### config.mk
export PLATFORM = sky130hd
export DESIGN_NAME = gamma_cycle_sequencer_flat
export DESIGN_NICKNAME = d
export VERILOG_FILES = /design/src/rtl/gamma_cycle_sequencer_if.sv /design/src/rtl/gamma_cycle_sequencer.sv /design/src/flat_wrapper.sv
export SDC_FILE = /design/constraint.sdc
export NUM_CORES = 1
export LEC_CHECK = 0
export BUFFER_PORTS_ARGS = -buffer_cell sky130_fd_sc_hd__buf_4
export CORE_MARGIN = 8
export CORE_UTILIZATION = 45
export CTS_BUF_LIST = sky130_fd_sc_hd__clkbuf_16
export DETAILED_ROUTE_END_ITERATION = 10
export PLACE_DENSITY = 0.66
export SLEW_MARGIN = 10
export SYNTH_ARGS = -nofsm -noshare
export SYNTH_HDL_FRONTEND = slang
export SYNTH_SLANG_ARGS = --single-unit
export TNS_END_PERCENT = 5
### constraint.sdc
create_clock -name aclk -period 3 [get_ports aclk]
set_input_delay 0.45 -clock aclk [delete_from_list [all_inputs] [get_ports aclk]]
set_output_delay 0.45 -clock aclk [all_outputs]
set_load 0.005 [all_outputs]
### src/rtl/gamma_cycle_sequencer_if.sv
// gamma_cycle_sequencer_if: request/result handshake bundle
// between the control plane and the gamma-cycle sequencer.
interface gamma_cycle_sequencer_if #(
  parameter int TW = 4
);
  logic          req_valid;
  logic          req_ready;
  logic [TW-1:0] req_a;
  logic [TW-1:0] req_b;
  logic          res_valid;
  logic          res_ready;
  logic [TW-1:0] res_time;
  logic          res_fired;
  logic          res_glitch;

  modport master (
    output req_valid,
    output req_a,
    output req_b,
    output res_ready,
    input  req_ready,
    input  res_valid,
    input  res_time,
    input  res_fired,
    input  res_glitch
  );

  modport slave (
    input  req_valid,
    input  req_a,
    input  req_b,
    input  res_ready,
    output req_ready,
    output res_valid,
    output res_time,
    output res_fired,
    output res_glitch
  );
endinterface

### src/rtl/gamma_cycle_sequencer.sv
// gamma_cycle_sequencer: runs one race-logic comparison per
// gamma cycle and decodes the comparator edge time.
module gamma_cycle_sequencer #(
  parameter int GAMMA_CYCLE_WIDTH = 16,
  parameter int TW = $clog2(GAMMA_CYCLE_WIDTH)
) (
  input  logic                    aclk,
  input  logic                    rst,
  gamma_cycle_sequencer_if.slave  bus,
  output logic                    grst,
  output logic                    a_out,
  output logic                    b_out,
  input  logic                    q_in
);

  typedef enum logic [1:0] {
    S_IDLE,
    S_GRST,
    S_RUN,
    S_DONE
  } state_e;

  localparam logic [TW-1:0] LAST_T = TW'(GAMMA_CYCLE_WIDTH - 2);
  localparam logic [TW-1:0] NO_T   = '1;

  state_e        state_q, state_d;
  logic [TW-1:0] a_q, b_q;
  logic [TW-1:0] t_q, t_nx;
  logic          a_out_q, b_out_q;
  logic [TW-1:0] time_q;
  logic          fired_q;
  logic          glitch_q;
  logic          accept;

  assign t_nx   = t_q + TW'(1);
  assign accept = bus.req_ready & bus.req_valid;

  always_ff @(posedge aclk) begin
    if (rst) state_q <= S_IDLE;
    else     state_q <= state_d;
  end

  always_comb begin
    state_d = state_q;
    unique case (state_q)
      S_IDLE: if (bus.req_valid) state_d = S_GRST;
      S_GRST: state_d = S_RUN;
      S_RUN:  if (t_q == LAST_T) state_d = S_DONE;
      S_DONE: begin
        if (bus.res_ready)
          state_d = bus.req_valid ? S_GRST : S_IDLE;
      end
      default: state_d = S_IDLE;
    endcase
  end

  // req_ready is the only output with a combinational input path
  always_comb begin
    grst           = (state_q == S_IDLE) | (state_q == S_GRST);
    bus.res_valid  = (state_q == S_DONE);
    bus.req_ready  = ~rst & ((state_q == S_IDLE) |
                     ((state_q == S_DONE) & bus.res_ready));
    bus.res_time   = time_q;
    bus.res_fired  = fired_q;
    bus.res_glitch = glitch_q;
    a_out          = a_out_q;
    b_out          = b_out_q;
  end

  always_ff @(posedge aclk) begin
    if (rst) begin
      a_q      <= '0;
      b_q      <= '0;
      t_q      <= '0;
      a_out_q  <= 1'b0;
      b_out_q  <= 1'b0;
      time_q   <= NO_T;
      fired_q  <= 1'b0;
      glitch_q <= 1'b0;
    end else begin
      if (accept) begin
        a_q     <= bus.req_a;
        b_q     <= bus.req_b;
        a_out_q <= 1'b0;
        b_out_q <= 1'b0;
      end
      unique case (state_q)
        S_GRST: begin
          time_q   <= NO_T;
          fired_q  <= 1'b0;
          glitch_q <= q_in;
          t_q      <= '0;
          a_out_q  <= (a_q == '0);
          b_out_q  <= (b_q == '0);
        end
        S_RUN: begin
          if (q_in && !fired_q) begin
            time_q  <= t_q;
            fired_q <= 1'b1;
          end
          // t never reaches all-ones, so "no spike" never rises
          if (t_q != LAST_T) begin
            t_q     <= t_nx;
            a_out_q <= (a_q <= t_nx);
            b_out_q <= (b_q <= t_nx);
          end
        end
        default: ;
      endcase
    end
  end

endmodule

### src/flat_wrapper.sv
// flat-port wrapper written by rule: the top's interface ports become plain ports
module gamma_cycle_sequencer_flat 
#(
  parameter int GAMMA_CYCLE_WIDTH = 16,
  parameter int TW = $clog2(GAMMA_CYCLE_WIDTH)
)
  (aclk, rst, grst, a_out, b_out, q_in, bus_req_valid, bus_req_a, bus_req_b, bus_res_ready, bus_req_ready, bus_res_valid, bus_res_time, bus_res_fired, bus_res_glitch);
  gamma_cycle_sequencer_if #(.TW(TW)) bus_i ();
  input  logic aclk;
  input  logic rst;
  output logic grst;
  output logic a_out;
  output logic b_out;
  input  logic q_in;
  input wire logic [$bits(bus_i.req_valid)-1:0] bus_req_valid;
  input wire logic [$bits(bus_i.req_a)-1:0] bus_req_a;
  input wire logic [$bits(bus_i.req_b)-1:0] bus_req_b;
  input wire logic [$bits(bus_i.res_ready)-1:0] bus_res_ready;
  output wire logic [$bits(bus_i.req_ready)-1:0] bus_req_ready;
  output wire logic [$bits(bus_i.res_valid)-1:0] bus_res_valid;
  output wire logic [$bits(bus_i.res_time)-1:0] bus_res_time;
  output wire logic [$bits(bus_i.res_fired)-1:0] bus_res_fired;
  output wire logic [$bits(bus_i.res_glitch)-1:0] bus_res_glitch;
  assign bus_i.req_valid = bus_req_valid;
  assign bus_i.req_a = bus_req_a;
  assign bus_i.req_b = bus_req_b;
  assign bus_i.res_ready = bus_res_ready;
  assign bus_req_ready = bus_i.req_ready;
  assign bus_res_valid = bus_i.res_valid;
  assign bus_res_time = bus_i.res_time;
  assign bus_res_fired = bus_i.res_fired;
  assign bus_res_glitch = bus_i.res_glitch;
  gamma_cycle_sequencer #(.GAMMA_CYCLE_WIDTH(GAMMA_CYCLE_WIDTH), .TW(TW)) u_core (.aclk(aclk), .rst(rst), .bus(bus_i), .grst(grst), .a_out(a_out), .b_out(b_out), .q_in(q_in));
endmodule
After elaboration in Yosys (flattened, before gate mapping)
Cells that the tools add are included.
Cells by class
  $add $sub $neg: 1
  magnitude comparators: 2
  eq/ne operators: 10
  mux-type cells: 17
  bitwise logic cells: 6
  reduce and logical (&&, ||, !) cells: 9
Operators by type and width (number)
  $pmux W4 S2: 2
  $le A4 B4 Y1: 2
  $logic_not A4 Y1: 2
  $mux W4: 2
  $pmux W2 S4: 1
  $mux W1: 6
  $mux W2: 3
  $ne A2 B1 Y1 const B: 3
  $pmux W1 S2: 3
  $add A4 B1 Y4 const B: 1
  $eq A2 B2 Y1 const B: 2
  $eq A4 B4 Y1 const B: 1
  $ne A2 B2 Y1 const B: 2
  $ne A4 B4 Y1 const B: 1
  $reduce_and A2 Y1: 2
  $and A1 B1 Y1: 3
  $reduce_and A3 Y1: 1
  $eq A2 B1 Y1 const B: 1
  $logic_not A2 Y1: 1
  $or A1 B1 Y1: 2
  $reduce_bool A2 Y1: 1
  $logic_and A1 B1 Y1: 1
  $logic_not A1 Y1: 1
  $not A1 Y1: 1
Word-level totals
  register bits after elaboration: 22
  bits of input ports: 13
  output and inout port bits: 11
  logic and storage cells: 54

Longest topological paths before layout
  depth after elaboration: 8
  depth in mapped cells: 9
  depth with buffers taken out: 8

Worst setup path after synthesis
OpenSTA, ideal clock, no wires.
  path kind: reg-to-reg
  start: register u_core.t_q[0]
  end: register u_core.a_out_q (netlist: u_core.a_out)
  library setup time: 0.129 ns
  data arrival time: 1.613 ns
  required time: 2.871 ns
  slack: 1.257 ns
  stages on the path, launching flop included: 9
  clock period less this slack: 1.743 ns
  cell sequence: dfxtp_1 -> inv_1 -> ha_1 -> ha_1 -> and3_1 -> a21oi_1 -> o21ai_0 -> a21oi_1 -> nor3_1
On the way
  longest elaborated chain between the ends: 4
RTL lines
  from (decl): RTL line gamma_cycle_sequencer.sv:28  | logic [TW-1:0] t_q, t_nx;
  from (signal assigned): RTL line gamma_cycle_sequencer.sv:103  | t_q <= t_nx;
  $add A4 B1 Y4: RTL line gamma_cycle_sequencer.sv:35  | assign t_nx = t_q + TW'(1);
  $le A4 B4 Y1: RTL line gamma_cycle_sequencer.sv:104  | a_out_q <= (a_q <= t_nx);
  $mux W1 *: RTL line gamma_cycle_sequencer.sv:102  | if (t_q != LAST_T) begin
  $pmux W1 S2 *: RTL line gamma_cycle_sequencer.sv:87  | unique case (state_q)
  to (signal assigned): RTL line gamma_cycle_sequencer.sv:93  | a_out_q <= (a_q == '0);
  to (signal assigned): RTL line gamma_cycle_sequencer.sv:104
  to (decl): RTL line gamma_cycle_sequencer.sv:29  | logic a_out_q, b_out_q;
Mark *: on every way between the ends. The rest lies on a longest branch, timed or not.
A chain may end at the register's enable or synchronous reset.

Worst setup path in the final report
  start: register u_core.t_q[2]
  end: register u_core.a_out_q (netlist: u_core.a_out)
Same word-level chain as after synthesis.

==> impl_metrics.tcl <==
set metrics [dict create \
    n_fill_cell 254 \
    antenna_cells 0 \
    finalSetupViolCount 0 \
    pre_cts_ws_ps 988 \
    worst_pin_slew_ps 654 \
    cp_common_cell "a21oi_1" \
    critical_path.max_stage_delay_ps 510 \
    io_buffers 23 \
    critPathArrivalTime_ps 2260 \
    skew_ps 3.26 \
    initial_utilization 0.465 \
    dp_cells 203 \
    finalHoldViolCount 0 \
    maxSlewHeadroom 0.563 \
    mostFrequentLayoutCell "buf_4" \
    criticalPathCategory "reg -> reg" \
    vias 1099 \
    worstPathMaxFanout 7 \
    place.gp.congestion 0.788 \
    place_area_sq_um 1440 \
    track_usage 0.128 \
    synth_adder_area_share 0.130 \
    ctsHoldBuffers 0 \
    numCtsBuffers 3 \
    synth_top_family_by_area "simple AND/OR/NAND/NOR gates" \
    whs_ps 396 \
    remaining_drc_errors 0 \
    fin_crit_sh 0.708 \
    grt_pass1_vias 1049 \
    power_density_nw_per_um2 822 \
    post-cts-setup-buffers 0 \
    fin_crit_ps 2120 \
    synth_cell_type_count 36 \
    overflow 0 \
    path_cells "nand3_1, xor2_1, ha_1, and3_1, a21oi_1, o21ai_0, a21oi_1, nor3_1" \
    syn_to_final_growth_pct 21.3 \
    slew_violations 0 \
    ys_async_sr_fraction 0 \
    crit_slowest_cell "dfxtp_1" \
    hold_path.class "in -> reg" \
    start_kind "register" \
    end_kind "register" \
    multi_input_area_sq_um 748 \
    syn_area_per_cell_sq_um 8.12 \
    drv_cap 0 \
    yosys_most_used_dff "dfxtp_1" \
    die-area_sq_um 4720 \
    layout_common_cells "buf_4, dfxtp_1, nand2_1" \
    clockBufferDepth 2 \
    grt_antenna_before_repair 0 \
    power.leakage_nw 0.635 \
    cts_resized 0 \
    synth_area_sq_um 1250 \
    htree_num_levels 1 \
    wire_per_inst_um 13.3 \
    grt_max_degree 25 \
    floorplan.rows 19 \
    seqCellArea_sq_um 440 \
    stdcell_count 207 \
    cts_root_buf "clkbuf_16" \
    critPathLaunch "u_core.t_q[2]$_SDFFE_PP0P_" \
    dp_hpwl_um 2040 \
    rsz0062_at_grt "false" \
    cts.sink_count 22 \
    boundaryPins 24 \
    path_clk_slew_ps 60 \
    synth_compound_area_frac 0.191 \
    finalSetupTns_ps 0 \
    ant_nets 0 \
    final_nets 203 \
    syn_nets 180 \
    firstDrtPassIters 5 \
    drive_gt1_frac 0.170 \
    die_y_um 68.7 \
    reg2reg_from "u_core.t_q[2]$_SDFFE_PP0P_" \
    synthCells 154 \
    ys_seq_area_frac 0.352 \
    fmax_ghz 0.471 \
    synth_mux_area_frac 0.00801 \
    fin_area_sq_um 1520 \
    cts_tree "done" \
    worstPathRequired_ps 3130 \
    first_iter_violations 73 \
    clk-insertion-delay-late_ps 250 \
    ys_seq_elements 22 \
    wl_um 2760 \
    worstHoldStart "bus_req_b[1]" \
    max-vdd-ir-drop_mv 0.545 \
    vias_per_cell 5.31 \
    synth_edf_count 0 \
    core_area_sq_um 2690 \
    chipWidth_um 68.7 \
    synthSimpleGateAreaFrac 0.249 \
    grt_pass1_wl_um 4660 \
    outcome "finished clean" \
    yosysWarnings 0 \
    setup_ws_ps 875 \
    synth_xor_area_frac 0.0200 \
]
-- layer usage --
metal,wire [um],GRT usage,share of wire,vias to the layer above
met1,1270,0.156,0.46,494
met4,12,0.0301,0.0043,0
met5,0,0,0,-
met2,1360,0.222,0.49,22
li1,-,-,-,581
met3,122,0.0307,0.044,2
-- synth_stat cells (4+ instances only) --
cell	n	area [sq um]
o21ai_1	8	40.0
nor3_1	7	35.0
nand2_1	17	63.8
dfxtp_1	22	440
nand2b_1	8	50.1
o21bai_1	5	37.5
nor2_1	16	60.1
ha_1	13	163
inv_1	10	37.5
a21oi_1	10	50.1
nand3_1	5	25.0
o21ai_0	4	20.0
-- cell families (layout without fill, tap and decap cells) --
family / after synthesis / in the layout
and+or+nand+nor: 62 / 62
AOI/OAI and AO/OA: 39 / 39
DFF: 22 / 22
buffers and inverters: 15 / 37
adders and majority gates: 13 / 13
xor gates and xnor gates: 2 / 2
muxes: 1 / 1
-- path summary, 6_finish.rpt --
path | to | cells past startpoint | slack (ps)
min reg2reg | u_core.a_q[3]$_SDFFE_PP0P_ | 2 | 490
max reg2reg | u_core.a_out$_SDFF_PP0_ | 8 | 880
max | u_core.a_out$_SDFF_PP0_ | 8 | 880
min | u_core.b_q[1]$_SDFFE_PP0P_ | 3 | 400
-- state kept, by name, summed over array words and instances, names as in the netlist --
name,cells
u_core.a_out,1
u_core.a_q,4
u_core.b_out,1
u_core.b_q,4
u_core.bus.res_fired,1
u_core.bus.res_glitch,1
u_core.bus.res_time,4
u_core.state_q,2
u_core.t_q,4
-- area by class of cell --
| type | count | share of cell area |
|---|---|---|
| Sequential cell | 22 | 0.290 |
| Inverter | 10 | 0.0248 |
| Tap cell | 31 | 0.0256 |
| Clock inverter | 1 | 0.00248 |
| Timing Repair Buffer | 23 | 0.114 |
| Clock buffer | 3 | 0.0495 |
| Multi-Input combinational cell | 117 | 0.493 |
-- power by group --
part	internal, W	total, W	switching (W)
registers	0.000357	0.000411	0.0000543
logic	0.000247	0.000561	0.000313
clock network	0.000177	0.000276	0.0000981
-- metrics by stage --
step	util	power (W)
floorplan	-	0.000800
global placement	0.535	0.000961
detailed placement	0.535	0.000972
CTS	0.565	0.00126
global route	0.565	0.00136
finish	0.565	0.00125
-- critical path, delay by kind of cell (launching register included) --
family	cells	cell delay [ps]
compound gates	3	440
flops	1	510
fa+ha+maj	1	310
xor+xnor	1	320
simple gates	3	410
No activity file was read; power rests on OpenSTA's default activity.
